===== src/rtl/ps2_direction_encoder.sv =====
// PS/2 keyboard front end: receives frames, tracks held arrow keys and emits
// one-hot direction strobes (immediate + auto-repeat), new_game and frame_error.
module ps2_direction_encoder #(
  parameter int unsigned REPEAT_CYCLES  = 500000,
  parameter int unsigned TIMEOUT_CYCLES = 50000
) (
  input  logic       clk_in,
  input  logic       reset,
  input  logic       ps2_clk,
  input  logic       ps2_data,
  output logic [3:0] direction,
  output logic       new_game,
  output logic       frame_error
);

  localparam int REP_W = (REPEAT_CYCLES > 1) ? $clog2(REPEAT_CYCLES) : 1;
  localparam int TO_W  = (TIMEOUT_CYCLES > 1) ? $clog2(TIMEOUT_CYCLES) : 1;
  localparam logic [REP_W-1:0] REP_LAST = REP_W'(REPEAT_CYCLES - 1);
  localparam logic [TO_W-1:0]  TO_LAST  = TO_W'(TIMEOUT_CYCLES - 1);

  localparam logic [7:0] CODE_EXT   = 8'hE0;
  localparam logic [7:0] CODE_BRK   = 8'hF0;
  localparam logic [7:0] CODE_SPACE = 8'h29;

  typedef enum logic [1:0] {
    RX_IDLE,
    RX_SHIFT,
    RX_CHECK
  } rx_state_e;

  // Held-key bit positions match the one-hot direction encoding.
  function automatic logic [3:0] arrow_onehot(input logic [7:0] code);
    case (code)
      8'h74:   arrow_onehot = 4'b0001;
      8'h6B:   arrow_onehot = 4'b0010;
      8'h75:   arrow_onehot = 4'b0100;
      8'h72:   arrow_onehot = 4'b1000;
      default: arrow_onehot = 4'b0000;
    endcase
  endfunction

  function automatic logic [3:0] lowest_set(input logic [3:0] v);
    lowest_set = v & (~v + 4'd1);
  endfunction

  // ---------------------------------------------------------------------------
  // Pin synchronizers and falling-edge detect
  // ---------------------------------------------------------------------------
  logic [1:0] clk_sync_q;
  logic [1:0] data_sync_q;
  logic       clk_prev_q;
  logic       fall_q;
  logic       bit_q;

  always_ff @(posedge clk_in or posedge reset) begin
    if (reset) begin
      // NOTE: PS/2 lines idle high; resetting these to 1 avoids a false edge
      // on the first cycles after reset release.
      clk_sync_q  <= 2'b11;
      data_sync_q <= 2'b11;
      clk_prev_q  <= 1'b1;
      fall_q      <= 1'b0;
      bit_q       <= 1'b1;
    end else begin
      clk_sync_q  <= {clk_sync_q[0], ps2_clk};
      data_sync_q <= {data_sync_q[0], ps2_data};
      clk_prev_q  <= clk_sync_q[1];
      fall_q      <= clk_prev_q & ~clk_sync_q[1];
      bit_q       <= data_sync_q[1];
    end
  end

  // ---------------------------------------------------------------------------
  // Frame receiver
  // ---------------------------------------------------------------------------
  rx_state_e       rx_state_q;
  logic [3:0]      bit_cnt_q;
  logic [8:0]      shreg_q;
  logic [TO_W-1:0] to_cnt_q;
  logic            frame_error_q;
  logic            rx_valid;
  logic [7:0]      rx_byte;

  // Byte is handed to the decoder in the stop-bit edge cycle itself.
  assign rx_byte  = shreg_q[7:0];
  assign rx_valid = (rx_state_q == RX_CHECK) && fall_q && bit_q && (^shreg_q);

  always_ff @(posedge clk_in or posedge reset) begin
    if (reset) begin
      rx_state_q    <= RX_IDLE;
      bit_cnt_q     <= 4'd0;
      shreg_q       <= 9'd0;
      to_cnt_q      <= '0;
      frame_error_q <= 1'b0;
    end else begin
      frame_error_q <= 1'b0;
      if (fall_q) begin
        to_cnt_q <= '0;
        case (rx_state_q)
          RX_IDLE: begin
            if (!bit_q) begin
              rx_state_q <= RX_SHIFT;
              bit_cnt_q  <= 4'd0;
            end else begin
              frame_error_q <= 1'b1;
            end
          end
          RX_SHIFT: begin
            shreg_q   <= {bit_q, shreg_q[8:1]};
            bit_cnt_q <= bit_cnt_q + 4'd1;
            if (bit_cnt_q == 4'd8) rx_state_q <= RX_CHECK;
          end
          RX_CHECK: begin
            if (!rx_valid) frame_error_q <= 1'b1;
            rx_state_q <= RX_IDLE;
          end
          default: rx_state_q <= RX_IDLE;
        endcase
      end else if (rx_state_q != RX_IDLE) begin
        if (to_cnt_q == TO_LAST) begin
          rx_state_q    <= RX_IDLE;
          frame_error_q <= 1'b1;
          to_cnt_q      <= '0;
        end else begin
          to_cnt_q <= to_cnt_q + 1'b1;
        end
      end else begin
        to_cnt_q <= '0;
      end
    end
  end

  // ---------------------------------------------------------------------------
  // Scan-code decoder, held-key tracking and repeat timer
  // ---------------------------------------------------------------------------
  logic             ext_q, ext_d;
  logic             brk_q, brk_d;
  logic [3:0]       held_q, held_d;
  logic [3:0]       last_q, last_d;
  logic [REP_W-1:0] rep_cnt_q, rep_cnt_d;
  logic [3:0]       dir_q, dir_d;
  logic             new_game_q, new_game_d;
  logic [3:0]       arrow_key;
  logic             make_strobe;

  assign arrow_key = arrow_onehot(rx_byte);

  always_comb begin
    // NOTE: every variable gets a default first so no path can infer a latch.
    ext_d       = ext_q;
    brk_d       = brk_q;
    held_d      = held_q;
    last_d      = last_q;
    rep_cnt_d   = rep_cnt_q;
    dir_d       = 4'b0000;
    new_game_d  = 1'b0;
    make_strobe = 1'b0;

    if (rx_valid) begin
      if (rx_byte == CODE_EXT) begin
        ext_d = 1'b1;
      end else if (rx_byte == CODE_BRK) begin
        brk_d = 1'b1;
      end else begin
        ext_d = 1'b0;
        brk_d = 1'b0;
        if (ext_q && (arrow_key != 4'b0000)) begin
          if (!brk_q) begin
            // A make for an already-held key is keyboard typematic: ignored.
            if ((held_q & arrow_key) == 4'b0000) begin
              held_d      = held_q | arrow_key;
              last_d      = arrow_key;
              make_strobe = 1'b1;
            end
          end else begin
            held_d = held_q & ~arrow_key;
            if (last_q == arrow_key) last_d = lowest_set(held_d);
          end
        end else if (!ext_q && !brk_q && (rx_byte == CODE_SPACE)) begin
          new_game_d = 1'b1;
        end
      end
    end

    // A make strobe wins over a coincident repeat tick and restarts the timer.
    if (make_strobe) begin
      rep_cnt_d = '0;
      dir_d     = last_d;
    end else if (held_d == 4'b0000) begin
      rep_cnt_d = '0;
    end else if (rep_cnt_q == REP_LAST) begin
      rep_cnt_d = '0;
      dir_d     = last_d;
    end else begin
      rep_cnt_d = rep_cnt_q + 1'b1;
    end
  end

  always_ff @(posedge clk_in or posedge reset) begin
    if (reset) begin
      ext_q      <= 1'b0;
      brk_q      <= 1'b0;
      held_q     <= 4'b0000;
      last_q     <= 4'b0000;
      rep_cnt_q  <= '0;
      dir_q      <= 4'b0000;
      new_game_q <= 1'b0;
    end else begin
      ext_q      <= ext_d;
      brk_q      <= brk_d;
      held_q     <= held_d;
      last_q     <= last_d;
      rep_cnt_q  <= rep_cnt_d;
      dir_q      <= dir_d;
      new_game_q <= new_game_d;
    end
  end

  assign direction   = dir_q;
  assign new_game    = new_game_q;
  assign frame_error = frame_error_q;

endmodule


===== config.mk =====
export PLATFORM = sky130hd
export DESIGN_NAME = ps2_direction_encoder
export DESIGN_NICKNAME = d
export VERILOG_FILES = /design/src/rtl/ps2_direction_encoder.sv
export SDC_FILE = /design/constraint.sdc
export NUM_CORES = 1
export LEC_CHECK = 0
export ABC_AREA = 1
export CAP_MARGIN = 0
export CORE_MARGIN = 2
export CORE_UTILIZATION = 60
export CTS_BUF_LIST = sky130_fd_sc_hd__clkbuf_2
export DETAILED_ROUTE_END_ITERATION = 8
export HOLD_SLACK_MARGIN = 0.1
export PLACE_DENSITY_LB_ADDON = 0.15
export SLEW_MARGIN = 0
export SYNTH_ARGS = -nofsm -noshare
export SYNTH_HDL_FRONTEND = slang
export SYNTH_SLANG_ARGS = --single-unit

===== constraint.sdc =====
create_clock -name clk_in -period 3.1 [get_ports clk_in]
set_input_delay 0.62 -clock clk_in [delete_from_list [all_inputs] [get_ports clk_in]]
set_output_delay 0.62 -clock clk_in [all_outputs]
set_load 0.1 [all_outputs]

==> results of run 1 <==
-- cells in the mapped netlist --
cell type,count,share of area [%]
nand2_1,119,11
inv_1,77,7.0
dfrtp_1,67,41
nor2_1,42,3.8
nand3_1,31,3.8
o21ai_0,24,2.9
nor3_1,21,2.6
nor3_2,18,4.4
a21oi_1,17,2.1
ha_1,16,4.9
xor2_1,11,2.3
nand2_2,8,1.2
nand4_1,7,1.1
nor2_2,7,1.1
dfstp_2,6,3.8
nor2_4,6,1.6
xnor2_1,5,1.1
inv_2,3,0.27
a211oi_1,2,0.36
buf_6,2,0.55
clkbuf_1,2,0.18
nor3b_1,2,0.36
nor4_1,2,0.30
o21a_1,2,0.36
a21o_1,1,0.18
a31oi_1,1,0.15
nand2_4,1,0.27
nand3_2,1,0.24
nand3b_1,1,0.18
nor2_8,1,0.49
nor3_4,1,0.39
o211a_1,1,0.24
o21ai_2,1,0.21
o22ai_1,1,0.15
-- metrics by stage --
stage	power (W)	instances	cell area, um^2
floorplan	0.001486	507	4121
global placement	0.001587	595	4302
detailed placement	0.001606	595	4302
CTS	0.002115	611	4410
global route	0.002255	611	4410
finish	0.002094	611	4410
-- cell type report --
type                    count  share of cell area [%]
multi-input cells         350                   44.37
flip-flops and latches     73                   41.59
inverters                  80                   6.809
repair buffers             12                   2.496
well taps                  80                   2.270
clock inverters             6                   1.333
clock buffers              10                   1.135
-- state kept, by name (all words and copies together) (netlist names), 2 cells and up --
name         flops
to_cnt_q        16
shreg_q          9
held_q           4
bit_cnt_q        4
data_sync_q      2
rx_state_q       2
rep_cnt_q       19
direction        4
clk_sync_q       2
last_q           4
-- routing by layer --
metal / vias up / routed length [um] / track usage [%]
li1: 1645 / - / -
met1: 1485 / 3670 / 30.30
met2: 40 / 3669 / 37.68
met3: 10 / 192 / 3.602
met4: 0 / 101 / 9.375
met5: - / 0 / 0
-- logic make-up after synthesis --
| family | count (synthesis) | share of synthesized area, % |
|---|---|---|
| buffers and inverters | 84 | 8.015 |
| adder cells (fa/ha/maj) | 16 | 4.857 |
| flip-flops | 73 | 44.51 |
| XOR/XNOR | 16 | 3.400 |
| AND/OR/NAND/NOR | 268 | 32.57 |
| AO/OA/AOI/OAI | 50 | 6.649 |
-- worst paths after layout --
check                                     from              to  slack (ps)  depth (start not counted)
min in group asynchronous                reset   rep_cnt_q[17]         530                          2
worst min-delay path            data_sync_q[0]  data_sync_q[1]         370                          0
worst max register to register      shreg_q[0]    rep_cnt_q[7]         640                         15
max in group asynchronous                reset      clk_prev_q        1820                          3
worst min register to register  data_sync_q[0]  data_sync_q[1]         370                          0
worst max-delay path                shreg_q[0]    rep_cnt_q[7]         640                         15
-- power by group --
part,internal [W],switching [W]
sequential,0.00104,0.0000790
clock,0.000186,0.000324
combinational,0.000160,0.000304
total,0.00139,0.000707
==> flow_summary.ini, run 1 <==
[die]
core-area_mm2 = 0.006719
fp.dieH_um = 86.88
num_rows = 30
initial_utilization_pct = 61.34
ios = 10
dieWidth_um = 86.88
die_area_mm2 = 0.007548

[global_routing]
grt-ovfl-total = 0
first_global_vias = 3194
antenna_found_initial = 0
grt_usage_pct = 22.91
grt_max_degree = 43
grt_pass1_wl_um = 13680

[yosys]
syn_area_per_cell_um2 = 8.129
postSynthCellCount = 507
synth_cell_types = 34
syn_nets = 527
seq_area_frac_synth_pct = 44.51
netlist_area_mm2 = 0.004121
yosysWarnings = 0
ys_seq_elements = 73

[finish]
syn2layout_area_growth_pct = 7.013
multiInputGateArea_mm2 = 0.001957
antenna_cells = 0
final_common_cell = nand2_1
fillerInstances = 590
regArea_mm2 = 0.001834
layout-drive-gt1-share_pct = 14.88
layout_common_cells = 119 x nand2_1, 76 x inv_1, 67 x dfrtp_1
nNetsFinal = 546
post-route-util_pct = 65.64

[clock_tree]
cts_sinks = 73
cts.clk_slew.worst_paths_ps = 190
postCtsHoldBufs = 0
post_cts_buffers = 0
tritoncts = yes
cts_root_buf = clkbuf_2
cts_resized = 0
insertion_delay_ps = 480
cts_buffer_depth = 2
cts_inserted_buffers = 9
cts_max_level = 3

[setup_path]
crit_buf_inv = 3
critPathMaxFanout = 23
critPathTopFamily = simple AND/OR/NAND/NOR gates
cp.required_ps = 3440
critPathSlowestCell = dfrtp_1
max_stage_delay_ps = 420
path_common_cell = nand2_1
path_cells = inv_1, ha_1, inv_1, nand2_1, nand3_1, nand3_1, nand2_1, nand2_2, nor2_8, nand2_1, nand2_1, nand2_2, nor2_4, buf_4, nor3_2
critPathLaunchType = flip-flop
crit_type = flip-flop to flip-flop
arrival_ps = 2800
cp-end-kind = flip-flop

[sta]
final-hold-violation-count = 0
slew_viol_final = 0
tightest_slew_ps = 690.1
fin_tns_setup_ps = 0
rsz0062_at_grt = false
layout_worst_path_cycle_share_pct = 79.29
fin_worst_skew_ps = 26.54
slew_headroom_pct = 53.92
hold_ws_ps = 369.7
setup_ws_ps = 642.1
fmax_mhz = 406.8
fin_crit_ps = 2458
setup_viol = 0

[route]
post-route-drc-count = 0
ant_nets = 0
dr.pass1.iters = 4
via_per_inst = 5.205
dr.first_iter.drc_count = 141
routedWlPerCell_um = 12.49
wirelength_um = 7633
via_count = 3180

[hold_path]
hold_path.class = flip-flop to flip-flop

[placement]
place_hpwl_um = 5672
io_buffers = 9
place.gp.congestion = 0.8527
dp_slack_ps = 672.1

[power]
power_density_mw_per_mm2 = 474.8
p_leak_nw = 2.048
vdd_ir_drop_max_v = 0.0002479

[outcome]
outcome = finished clean

[flow_run]
cap_violations = 0
(Power assumes the default switching activity.)
==> inputs of run 2 (changes only) <==
- CORE_UTILIZATION: 60 -> 58
- clock period: 3.1 -> 2.15 ns (I/O delays scaled with it)
==> run 2 against run 1 <==
  * The run now ends with setup timing left
  * Combinational power rose by 120%
  * Register-to-register slack got worse by 730 ps
  * Fmax rose by 9.7%
  * Sequential share of layout area fell by 5.6 points
  * Non-clock buffer count rose by 35
  * Clock power rose by 98%
  * Total power rose by 75%
  * Clock skew rose by 2.8 ps
  * Setup slack got worse by 730 ps
  * Wire length rose by 20%
  * Critical path depth fell by 1
  * Critical path type unchanged
  * Critical endpoint unchanged
  * Highest routed layer unchanged
==> flow_summary.ini, run 2 (synthesized netlist as in run 1, its figures left out) <==
[sta]
layout_worst_path_cycle_share_pct = 104.2
fmax_mhz = 446.4
hold_ws_ps = 320.4
setup_ws_ps = -89.92
slew_headroom_pct = 59.72
setup_viol = 16
slew_viol_final = 0
fin_crit_ps = 2240
fin_worst_skew_ps = 29.31
rsz0062_at_grt = true
tightest_slew_ps = 598.6
final-hold-violation-count = 0

[route]
via_count = 3500
post-route-drc-count = 0
wirelength_um = 9127
routedWlPerCell_um = 13.79
via_per_inst = 5.287
dr.first_iter.drc_count = 204
ant_nets = 0
dr.pass1.iters = 5

[clock_tree]
cts_root_buf = clkbuf_2
tritoncts = yes
insertion_delay_ps = 510
cts_inserted_buffers = 9
cts.clk_slew.worst_paths_ps = 200
cts_sinks = 73
cts_buffer_depth = 2
cts_max_level = 3
postCtsHoldBufs = 0

[global_routing]
grt_usage_pct = 23.82
antenna_found_initial = 0
first_global_vias = 3276
grt_pass1_wl_um = 14390
grt_max_degree = 74
grt-ovfl-total = 0

[finish]
antenna_cells = 0
syn2layout_area_growth_pct = 23.92
layout-drive-gt1-share_pct = 30.92
nNetsFinal = 581
final_common_cell = nand2_1
top_register = rep_cnt_q
largestRegisters = rep_cnt_q: 19 flops, to_cnt_q: 16 flops, shreg_q: 9 flops
largest_reg_flops = 19
layout_common_cells = 100 x nand2_1, 66 x inv_1, 65 x dfrtp_1

[setup_path]
r2r_start = shreg_q[6]
cp.required_ps = 2550
crit_type = flip-flop to flip-flop
crit_path_start = shreg_q[6]
critPathMaxFanout = 8
critPathLaunchType = flip-flop
cp-end-kind = flip-flop
arrival_ps = 2640

[die]
die_area_mm2 = 0.007796
num_rows = 30
core-area_mm2 = 0.006832
ios = 10
dieWidth_um = 88.30
fp.dieH_um = 88.30
initial_utilization_pct = 60.33

[placement]
place_hpwl_um = 5693
io_buffers = 9
dp_slack_ps = -45.32
place.gp.congestion = 0.9276

[power]
power_density_mw_per_mm2 = 718.7
vdd_ir_drop_max_v = 0.0005156
p_leak_nw = 2.283

[outcome]
violations = setup timing
outcome = finished with violations

[hold_path]
hold_path.class = input pin to flip-flop
min_from = ps2_data

[flow_run]
cap_violations = 0
## run 2: path summary, 6_finish.rpt
kind,cells after the start,slack [ps],to
max,14,-90,rep_cnt_q[7]
min,1,320,data_sync_q[0]
max reg2reg,14,-90,rep_cnt_q[7]
min reg2reg,0,370,bit_q
max in group asynchronous,3,1450,clk_sync_q[0]
min in group asynchronous,3,330,new_game
## run 2: area by class of cell
class                           instances  area [um^2]
Clock buffer                           11        55.05
Fill cell                             522         1724
Sequential cell                        73         1837
Timing Repair Buffer                   47        419.2
Multi-Input combinational cell        350         2263
Tap cell                               96        120.1
Inverter                               80        309.0
Clock inverter                          5        103.9
## run 2: layer usage
layer / wire length (um) / vias up / global-route usage [%]
met5: 0 / - / 0
met1: 4050 / 1646 / 31.87
li1: - / 1727 / -
met4: 251 / 0 / 10.61
met2: 4492 / 101 / 38.48
met3: 332 / 26 / 3.825
## run 2: report_power, final
part           internal (W)  switching (W)
logic              0.000429       0.000594
clock network      0.000512       0.000497
registers           0.00150       0.000136
total               0.00244        0.00123
## run 2: critical path, cell delays in order (launching register included)
cell	delay (ps)
dfrtp_1	440
buf_6	130
ha_4	170
nand2_8	110
nor2_4	60
nand2_1	80
nand2_2	90
nor2_4	210
buf_6	130
inv_4	30
nor2_4	140
nand3_2	110
nor3_4	230
buf_12	170
nor3_2	40
## run 2: timing repair
action,in CTS,in global routing
gates resized for setup,31,59
pin swaps,16,35
setup buffers,13,7
gates cloned,1,0
endpoints found under the setup margin,23,28
## run 2: stage by stage
step / power [W] / util [%] / area [um^2] / instances / setup TNS (ps)
after global routing: 0.003891 / 74.76 / 5107 / 662 / -3489
after floorplan: 0.002143 / - / 4125 / 507 / 0
after CTS: 0.003491 / 71.30 / 4871 / 657 / -254.8
final: 0.003671 / 74.76 / 5107 / 662 / -756.5
after detailed placement: 0.002345 / 65.55 / 4478 / 628 / -591.6
after global placement: 0.002317 / 65.55 / 4478 / 628 / 0
==> inputs of run 3 (changes only) <==
- ABC_AREA: 1 -> default
- CORE_UTILIZATION: 58 -> 45
==> run 3 against run 2 <==
  * The run still ends with setup timing left
  * First-iteration DRC count is 52% lower
  * Core utilization down 16 points
  * Fmax decreased by 11%
  * Clock power down 25%
  * Worst hold slack got worse by 82 ps
  * Sequential cell count unchanged
  * Global-route usage shrank 5.7 points
  * Synthesized area shrank 6.0%
==> flow_summary.ini, run 3 <==
[outcome]
outcome = finished with violations
violations = setup timing

[finish]
antenna_cells = 0
largest_reg_flops = 19
layout-drive-gt1-share_pct = 31.24
layout_common_cells = 67 x dfrtp_1, 60 x buf_4, 48 x nand2_1
largestRegisters = rep_cnt_q: 19 flops, to_cnt_q: 16 flops, shreg_q: 9 flops
syn2layout_area_growth_pct = 26.14
fin_area_mm2 = 0.004885
nNetsFinal = 476
final_common_cell = dfrtp_1
top_register = rep_cnt_q

[sta]
slew_headroom_pct = 27.46
rsz0062_at_grt = true
setup_viol = 32
final-hold-violation-count = 0
fin_crit_ps = 2508
slew_viol_final = 0
layout_worst_path_cycle_share_pct = 116.6
fin_tns_setup_ps = -8276
fmax_mhz = 398.8
setup_ws_ps = -357.8
fin_worst_skew_ps = 35.71
tightest_slew_ps = 1081

[setup_path]
r2r_start = shreg_q[2]
cp.required_ps = 2560
crit_path_start = shreg_q[2]
cp-end-kind = flip-flop
ff2ff_path_depth = 10
critPathTopFamily = XOR/XNOR gates
crit_type = flip-flop to flip-flop
critPathLaunchType = flip-flop
critPathSlowestCell = xnor3_2
arrival_ps = 2910
critPathMaxFanout = 8
path_cells = inv_2, ha_4, xnor3_2, xnor2_4, nor3_4, a41o_1, a221oi_4, buf_4, buf_6, nor3b_2
r2r_setup_slack_ps = -360
crit_buf_inv = 3
max_stage_delay_ps = 450
r2r-end = rep_cnt_q[17]

[yosys]
yosys-top-cells-area = dfrtp_1 43%, xnor2_1 5.4%, ha_1 5.2%
postSynthCellCount = 385
synth_cell_types = 55
ys_seq_elements = 73
netlist_area_mm2 = 0.003872
seq_area_frac_synth_pct = 47.37
synth.area.mux_share_pct = 1.519
synthAdderAreaFrac_pct = 5.170
syn_nets = 405
yosysMostFrequentCell = dfrtp_1
ys_async_sr_fraction_pct = 100.0
yosysWarnings = 0
yosysTopAreaCellShare_pct = 43.30
synthSimpleGateAreaFrac_pct = 23.36
synth_edf_count = 0
synth_largest_area_cell = dfrtp_1
synth-xor-area-share_pct = 8.918
synthTopCellsByCount = 67 x dfrtp_1, 52 x nand2_1, 42 x nor2_1
synthFlopType = dfrtp_1
synth_top_family_by_area = simple AND/OR/NAND/NOR gates
syn_area_per_cell_um2 = 10.06
synth_compound_area_share_pct = 10.34

[clock_tree]
cts_inserted_buffers = 9
postCtsHoldBufs = 0
cts.clk_slew.worst_paths_ps = 200
insertion_delay_ps = 530
tritoncts = yes
cts_max_level = 3
cts_buffer_depth = 2
cts_sinks = 73
cts_root_buf = clkbuf_2

[route]
dr.first_iter.drc_count = 97
ant_nets = 0
via_per_inst = 5.293
routedWlPerCell_um = 14.17
wirelength_um = 8020
post-route-drc-count = 0
via_count = 2996
dr.pass1.iters = 4

[global_routing]
first_global_vias = 3044
grt_pass1_wl_um = 13900
grt-ovfl-total = 0
grt_max_degree = 34
antenna_found_initial = 0
grt_usage_pct = 18.16

[die]
core-area_mm2 = 0.008299
die_area_mm2 = 0.009363
num_rows = 33
initial_utilization_pct = 46.66
ios = 10
dieWidth_um = 96.77
fp.dieH_um = 96.77

[placement]
place.gp.congestion = 0.8156
io_buffers = 9
place_area_mm2 = 0.004483
dp_slack_ps = -435.2
place_hpwl_um = 5510

[power]
vdd_ir_drop_max_v = 0.0007303
power_density_mw_per_mm2 = 833.5
p_leak_nw = 2.154

[hold_path]
hold_path.class = input pin to asynchronous set/reset pin

[flow_run]
cap_violations = 0
-- run 3: cell types whose count changed after synthesis, sizes merged, moves of 12 or more --
cell / previous run / this run
a21oi: 17 / 5
and3: 0 / 12
inv: 80 / 14
nand2: 128 / 52
nand3: 32 / 18
nor2: 56 / 42
nor3: 40 / 4
o21ai: 25 / 12
xnor2: 5 / 25
-- run 3: report_power, final --
part / switching (W) / total, W / internal, W
clock: 0.000491 / 0.000759 / 0.000268
sequential: 0.0000986 / 0.00161 / 0.00151
combinational: 0.000803 / 0.00171 / 0.000903
-- run 3: cells by family (layout without fill, tap and decap cells) --
logic type               count (synthesis)  in the layout
AO/OA/AOI/OAI                           50             50
XOR/XNOR                                37             37
adder cells (fa/ha/maj)                 16             16
buffers and inverters                   27            103
flip-flops                              73             73
multiplexers                             5              5
AND/OR/NAND/NOR                        177            177
-- run 3: repair_timing --
action	4_1_cts	5_1_grt
gates resized for setup	25	21
cloned	1	0
endpoints found under the setup margin	29	50
setup buffers	4	6
pin swaps	12	11
-- run 3: final cells by class --
type                       count  area [um^2]
multi-input combinational    285         2142
tap                          105        131.4
inverter                      14        56.30
sequential                    73         1834
clock buffer                  10        50.05
fill                         726         3415
timing repair buffer          73        610.6
clock inverter                 6        60.06
-- run 3: layer usage --
layer	GRT usage (%)	routed length, um	vias up
li1	-	-	1485
met1	22.51	3591	1441
met2	30.50	4004	47
met3	3.974	218	23
met4	8.017	206	0
met5	0	0	-
-- run 3: through the flow --
| stage | cells | util [%] | hold WS, ps | total power [W] |
|---|---|---|---|---|
| floorplan | 385 | - | 345.2 | 0.002368 |
| finish | 566 | 58.86 | 238.0 | 0.004071 |
| detailed placement | 539 | 54.02 | 348.1 | 0.002780 |
| global route | 566 | 58.86 | 193.6 | 0.004328 |
| global placement | 539 | 54.02 | 346.5 | 0.002745 |
| CTS | 560 | 57.21 | 198.6 | 0.003880 |
-- run 3: worst max-delay path by stage --
stage | to | cells after the start
CTS | rep_cnt_q[17] | 10
global route | rep_cnt_q[17] | 10
floorplan | rep_cnt_q[17] | 9
global placement | rep_cnt_q[16] | 9
finish | rep_cnt_q[17] | 10
detailed placement | rep_cnt_q[16] | 9
